### src/rtl/turbo_enc_stream.sv
// Rate-1/3 turbo encoder: two lock-step 4-state RSC encoders (natural and stride-permuted order).
// Define TURBO_TAIL_EN to compile in the two-symbol trellis termination (TAIL state).
module turbo_enc_stream #(
    parameter int K      = 8,
    parameter int STRIDE = 3
) (
    input  logic         clk,
    input  logic         rst_n,
    input  logic [K-1:0] in_data,
    input  logic         in_valid,
    output logic         in_ready,
    output logic [2:0]   out_data,
    output logic         out_valid,
    input  logic         out_ready,
    output logic         out_last,
    output logic [1:0]   dbg_state
);
    // Handshake: a word/symbol transfers on a rising clk edge where valid && ready are
    // both high; the valid side holds its data stable until that edge.

    localparam int            IW       = $clog2(K);
    localparam logic [IW-1:0] STRIDE_L = IW'(STRIDE);
    localparam logic [IW-1:0] LAST_IDX = IW'(K - 1);
    localparam logic [IW-1:0] IDX_ONE  = IW'(1);

`ifdef TURBO_TAIL_EN
    typedef enum logic [1:0] {IDLE = 2'd0, ENC = 2'd1, TAIL = 2'd2} state_e;
`else
    typedef enum logic [1:0] {IDLE = 2'd0, ENC = 2'd1} state_e;
`endif

    state_e        state_q, state_d;
    logic [K-1:0]  buf_q, buf_d;
    logic [IW-1:0] idx_q, idx_d;
    logic [1:0]    st1_q, st1_d;
    logic [1:0]    st2_q, st2_d;
`ifdef TURBO_TAIL_EN
    logic          tail_q, tail_d;
`endif

    logic [IW-1:0] perm_idx;
    logic          u1, u2;
    logic [2:0]    step1, step2;

    // Returns {parity, next_state}; state is {s1, s0}, feedback 111, feedforward 101.
    function automatic logic [2:0] rsc_step(input logic u, input logic [1:0] s);
        logic a;
        a = u ^ s[1] ^ s[0];
        return {a ^ s[0], a, s[1]};
    endfunction

    always_comb begin
        state_d   = state_q;
        buf_d     = buf_q;
        idx_d     = idx_q;
        st1_d     = st1_q;
        st2_d     = st2_q;
`ifdef TURBO_TAIL_EN
        tail_d    = tail_q;
`endif
        in_ready  = 1'b0;
        out_valid = 1'b0;
        out_last  = 1'b0;
        out_data  = 3'b000;
        perm_idx  = idx_q * STRIDE_L;
        u1        = buf_q[idx_q];
        u2        = buf_q[perm_idx];
        step1     = 3'b000;
        step2     = 3'b000;

        case (state_q)
            IDLE: begin
                in_ready = 1'b1;
                if (in_valid) begin
                    buf_d   = in_data;
                    idx_d   = '0;
                    st1_d   = 2'b00;
                    st2_d   = 2'b00;
                    state_d = ENC;
                end
            end
            ENC: begin
                out_valid = 1'b1;
                step1     = rsc_step(u1, st1_q);
                step2     = rsc_step(u2, st2_q);
                out_data  = {u1, step1[2], step2[2]};
`ifndef TURBO_TAIL_EN
                out_last  = (idx_q == LAST_IDX);
`endif
                if (out_ready) begin
                    st1_d = step1[1:0];
                    st2_d = step2[1:0];
                    idx_d = idx_q + IDX_ONE;
                    if (idx_q == LAST_IDX) begin
`ifdef TURBO_TAIL_EN
                        tail_d  = 1'b0;
                        state_d = TAIL;
`else
                        state_d = IDLE;
`endif
                    end
                end
            end
`ifdef TURBO_TAIL_EN
            TAIL: begin
                // Feeding u = s1^s0 zeroes the feedback bit, shifting each trellis back to 00.
                out_valid = 1'b1;
                step1     = rsc_step(st1_q[1] ^ st1_q[0], st1_q);
                step2     = rsc_step(st2_q[1] ^ st2_q[0], st2_q);
                out_data  = {st1_q[1] ^ st1_q[0], step1[2], step2[2]};
                out_last  = tail_q;
                if (out_ready) begin
                    st1_d  = step1[1:0];
                    st2_d  = step2[1:0];
                    tail_d = 1'b1;
                    if (tail_q) begin
                        tail_d  = 1'b0;
                        state_d = IDLE;
                    end
                end
            end
`endif
            default: state_d = IDLE;
        endcase
    end

    always_ff @(posedge clk or negedge rst_n) begin
        if (!rst_n) begin
            state_q <= IDLE;
            buf_q   <= '0;
            idx_q   <= '0;
            st1_q   <= 2'b00;
            st2_q   <= 2'b00;
`ifdef TURBO_TAIL_EN
            tail_q  <= 1'b0;
`endif
        end else begin
            state_q <= state_d;
            buf_q   <= buf_d;
            idx_q   <= idx_d;
            st1_q   <= st1_d;
            st2_q   <= st2_d;
`ifdef TURBO_TAIL_EN
            tail_q  <= tail_d;
`endif
        end
    end

    assign dbg_state = state_q;

endmodule

### config.mk
export PLATFORM = sky130hd
export DESIGN_NAME = turbo_enc_stream
export DESIGN_NICKNAME = d
export VERILOG_FILES = /design/src/rtl/turbo_enc_stream.sv
export SDC_FILE = /design/constraint.sdc
export NUM_CORES = 1
export LEC_CHECK = 0
export CAP_MARGIN = 10
export CORE_MARGIN = 10
export CORE_UTILIZATION = 35
export CTS_BUF_LIST = sky130_fd_sc_hd__clkbuf_16
export DETAILED_ROUTE_END_ITERATION = 7
export PLACE_DENSITY_LB_ADDON = 0.12
export SLEW_MARGIN = 20
export SYNTH_ARGS = -nofsm -noshare
export SYNTH_HDL_FRONTEND = slang
export SYNTH_SLANG_ARGS = --single-unit
### constraint.sdc
create_clock -name clk -period 1.95 [get_ports clk]
set_input_delay 0.585 -clock clk [delete_from_list [all_inputs] [get_ports clk]]
set_output_delay 0.585 -clock clk [all_outputs]
set_load 0.02 [all_outputs]
Word-level counts from Yosys, hierarchy flattened
Cells that the tools add are included.
{"block": "op_classes", "addsub": 1, "muxes": 20, "order_cmp": 2, "n_mul": 1, "bitwise_logic": 6, "reduce_logical": 5, "n_eq_ne": 5}
{"cell": "2-bit 2-to-1 mux", "n": 6}
{"cell": "2-bit case mux with 2 select lines", "n": 3}
{"cell": "3-bit 2-to-1 mux", "n": 3}
{"cell": "3-bit by 4-bit < comparator with 1-bit output (second input constant)", "n": 2}
{"cell": "1-bit binary-select mux with 3-bit select", "n": 2}
{"cell": "2-bit != test (second input constant)", "n": 3}
{"cell": "3-bit case mux with 2 select lines", "n": 1}
{"cell": "3-bit AND reduction", "n": 2}
{"cell": "1-bit XOR", "n": 6}
{"cell": "1-bit 2-to-1 mux", "n": 5}
{"cell": "3-bit by 1-bit adder with 3-bit output (second input constant)", "n": 1}
{"cell": "3-bit == test (second input constant)", "n": 1}
{"cell": "3-bit by 2-bit multiplier with 3-bit output (second input constant)", "n": 1}
{"cell": "2-bit by 1-bit == test with 1-bit output (second input constant)", "n": 1}
{"cell": "2-bit zero test", "n": 1}
{"cell": "2-bit AND reduction", "n": 1}
{"cell": "2-bit nonzero test", "n": 1}
{"block": "totals", "register_bits": 17, "output_inout_bits": 8, "in_bits": 12, "word_cells": 45}

Depth between registers and ports, before layout
{"block": "logic_depth", "depth_word": 7, "ltp_mapped": 6, "depth_no_buf": 6}

Worst setup path before layout
Ideal clock, no wire load.
{"block": "synth_timing", "kind": "reg-to-output", "from": "register idx_q[0]", "to": "output port out_data[1]", "t_required_ns": 1.365, "path_slack_ns": -0.277, "n_path_buf": 1, "path_stages_with_launch": 6, "t_arrival_ns": 1.642, "path_cell_list": "dfrtp_1 -> buf_6 -> mux4_1 -> mux2i_4 -> xor2_1 -> nor2_1"}
{"block": "synth_via", "elab_chain_len": 6}
{"item": "from (decl)", "line": "34", "source": "logic [IW-1:0] idx_q, idx_d;"}
{"item": "from (signal assigned)", "line": "140", "source": "idx_q <= idx_d;"}
{"item": "1-bit binary-select mux with 3-bit select", "line": "66", "source": "u1 = buf_q[idx_q];"}
{"item": "1-bit 2-to-1 mux (not written as such)", "line": "66"}
{"item": "1-bit XOR (2 in a row)", "line": "48", "source": "a = u ^ s[1] ^ s[0];"}
{"item": "1-bit XOR", "line": "49", "source": "return {a ^ s[0], a, s[1]};"}
{"item": "3-bit 2-to-1 mux", "line": "71", "source": "case (state_q)"}
{"item": "to (decl)", "line": "12", "source": "output logic [2:0] out_data,"}
No other way between the ends. The select of a mux whose other input is x is not followed.

Worst setup path after layout
{"block": "layout_timing", "from": "register idx_q[0]", "to": "output port out_data[0]"}
{"block": "layout_via", "elab_chain_len": 7}
{"item": "3-bit by 2-bit multiplier with 3-bit output", "line": "65", "source": "perm_idx = idx_q * STRIDE_L;"}
{"item": "1-bit binary-select mux with 3-bit select", "line": "67", "source": "u2 = buf_q[perm_idx];"}
{"item": "1-bit 2-to-1 mux (not written as such)", "line": "67"}
{"item": "1-bit XOR (2 in a row)", "line": "48"}
{"item": "1-bit XOR", "line": "49"}
{"item": "3-bit 2-to-1 mux", "line": "71"}
No other way between the ends. The select of a mux whose other input is x is not followed.

==> impl_metrics.yaml <==
place:
  routabilityCongestion: 0.774
  placed_area_um2: 1310
  io_buffer_count: 18
  place_ws_ns: -0.833
  dpl.hpwl_um: 1750
timing:
  maxSlewViolCount: 0
  fmax_mhz: 396
  finalHoldViolCount: 0
  setup_viol: 4
  rsz0062_at_grt: "true"
  period_share: 1.29
  worst_hold_slack_ns: 0.538
  worst_slack_ns: -0.574
  skew_ns: 0.00595
  min_period_ns: 2.52
cells_and_area:
  final_layout_size_suffix_gt1_frac: 0.431
  fin_area_um2: 1470
  antenna_cells: 0
  final_nets: 138
  fill_cells: 256
  post-route-util: 0.533
  seqCellArea_um2: 402
  multiInputGateArea_um2: 593
  area_delta_synth_final_pct: 44.7
detailed_routing:
  drt_iter0_markers: 28
  vias: 802
  avgRoutedWirePerCell_um: 14.8
  drc_errors: 0
  totalWireLength_um: 2270
  drt_first_pass_iters: 4
  via_per_inst: 5.21
  ant_nets: 0
worst_setup_path:
  cp_max_fo: 6
  end_kind: "output pin"
  arrival_ns: 1.94
  startpoint_type: "flop"
  worstPathRequired_ns: 1.36
  worstSetupPathType: "flop to output pin"
floorplanning:
  start_util: 0.368
  ios: 20
  die_x_um: 73.9
  rows: 19
  core_um2: 2760
  die_h_um: 73.9
  dieArea_um2: 5460
yosys:
  synth.net_count: 101
  syn_area_per_cell_um2: 11.7
  syn_area_um2: 1020
  synth_area_leaders: "dfrtp_1 39%, mux4_1 10%, mux2_2 8.9%"
  synth_area_leader_cell: "dfrtp_1"
  synthDistinctLibCells: 28
  synthCells: 87
  ys_seq_area_frac: 0.394
  yosysWarnings: 0
  yosys.area.top_type_share: 0.394
  yosys_register_bits: 16
clocking:
  clock_latency_ns: 0.25
  numCtsBuffers: 3
  cts_tree: "done"
  cts-root-buf: "clkbuf_16"
  cts_sinks: 16
  ctsLongestPathBuffers: 2
  ctsHoldBuffers: 0
  ctsHtreeMaxLevel: 1
  clkSlewWorstSetupHoldPaths_ns: 0.05
grt:
  grt_max_degree: 17
  antenna_found_initial: 0
  grt_usage: 0.0901
  grt_pass1_wl_um: 3930
  grt_pass1_vias: 856
  gr-total-overflow: 0
power:
  cellPowerDensity_nw_per_um2: 2200
  ir_drop_uv: 1710
  leakagePower_nw: 0.628
  total_power_mw: 3.23
job:
  cap_violations: 0
run_status:
  violations: "negative setup slack"
  status: "complete, but fails checks"
min_path:
  hp-class: "flop to flop"
## layout make-up
class,count,share of cell area
Sequential cell,16,0.273
Multi-Input combinational cell,62,0.403
Timing Repair Buffer,40,0.241
Tap cell,31,0.0264
Clock inverter,1,0.00255
Clock buffer,3,0.0511
Inverter,1,0.00255
## path summary, 6_finish.rpt
| path | from | end | slack (ns) | cells after the start |
|---|---|---|---|---|
| setup / recovery | idx_q[0]$_DFFE_PN0P_ | out_data[0] | -0.57 | 6 |
| hold / removal | buf_q[5]$_DFFE_PN0P_ | buf_q[5]$_DFFE_PN0P_ | 0.54 | 1 |
| setup reg to reg | idx_q[0]$_DFFE_PN0P_ | st1_q[1]$_DFFE_PN0P_ | 0.01 | 7 |
| hold reg to reg | buf_q[5]$_DFFE_PN0P_ | buf_q[5]$_DFFE_PN0P_ | 0.54 | 1 |
| max in group asynchronous | rst_n | idx_q[0]$_DFFE_PN0P_ | 1.10 | 2 |
| min in group asynchronous | rst_n | idx_q[0]$_DFFE_PN0P_ | 0.65 | 2 |
## power by group
group	total, mW	internal (mW)	switching [mW]
clock network	0.402	0.272	0.130
logic	2.14	1.24	0.908
registers	0.683	0.504	0.179
## cell usage in the layout, fill, tap and decap left out, types with 3 or more instances in the layout
master / netlist / final
dfrtp_1: 16 / 15
nor2b_1: 3 / 3
nand2_1: 9 / 9
mux2_2: 8 / 8
buf_4: 2 / 20
clkdlybuf4s50_1: 0 / 11
buf_6: 1 / 6
mux4_2: 0 / 4
clkbuf_16: 0 / 3
o22ai_1: 5 / 5
nor2_1: 6 / 4
dlygate4sd2_1: 0 / 3
mux2i_1: 4 / 4
## synthesized netlist by cell type
library cell,n
dfrtp_1,16
buf_1,1
mux2i_4,2
o22ai_1,5
mux4_1,4
xnor3_2,1
clkbuf_1,3
conb_1,1
xnor2_1,1
a21oi_1,2
inv_1,1
xor2_1,2
mux2_2,8
a211oi_1,2
nand2_1,9
nor2b_1,3
buf_6,1
a21oi_2,1
buf_2,1
o221ai_1,2
nand3b_1,2
mux2i_1,4
and2_1,1
nor2_1,6
and4_1,2
buf_4,2
nand3_1,2
ha_1,2
## state kept, by name (all words and copies together) (netlist names)
signal	count
st1_q	2
idx_q	3
dbg_state	1
st2_q	2
buf_q	8
## kinds of logic after synthesis
| group | Yosys count | synth area share |
|---|---|---|
| AO/OA/AOI/OAI | 12 | 0.0813 |
| XOR/XNOR | 4 | 0.0493 |
| adder cells (fa/ha/maj) | 2 | 0.0246 |
| buffers and inverters | 9 | 0.0492 |
| flip-flops | 16 | 0.394 |
| multiplexers | 18 | 0.276 |
| other | 1 | 0.00369 |
| AND/OR/NAND/NOR | 25 | 0.122 |
## through the flow
| stage | cells | setup TNS, ns |
|---|---|---|
| 2_1_floorplan | 87 | -0.347 |
| 3_3_place_gp | 145 | -2.36 |
| 3_5_place_dp | 145 | -2.61 |
| 4_1_cts | 151 | -1.70 |
| 5_1_grt | 154 | -2.15 |
| 6_report | 154 | -1.60 |
## metal layers
layer	global-route usage	part of all wire
met5	0	0
met1	0.107	0.45
met4	0.0311	0.014
met2	0.150	0.48
met3	0.0269	0.060
## repair_timing
| item | 4_1_cts | 5_1_grt |
|---|---|---|
| gates resized for setup | 36 | 2 |
| setup buffers | 2 | 4 |
| pin swaps | 4 | 3 |
| setup endpoints to repair | 9 | 5 |
## critical path: stages (launching register included)
cell	delay (ns)
dfrtp_2	0.48
ha_4	0.31
mux4_2	0.32
mux2i_4	0.19
xor2_1	0.19
nor2_2	0.05
buf_6	0.14
Note: power is estimated with default switching activity, not from simulation.
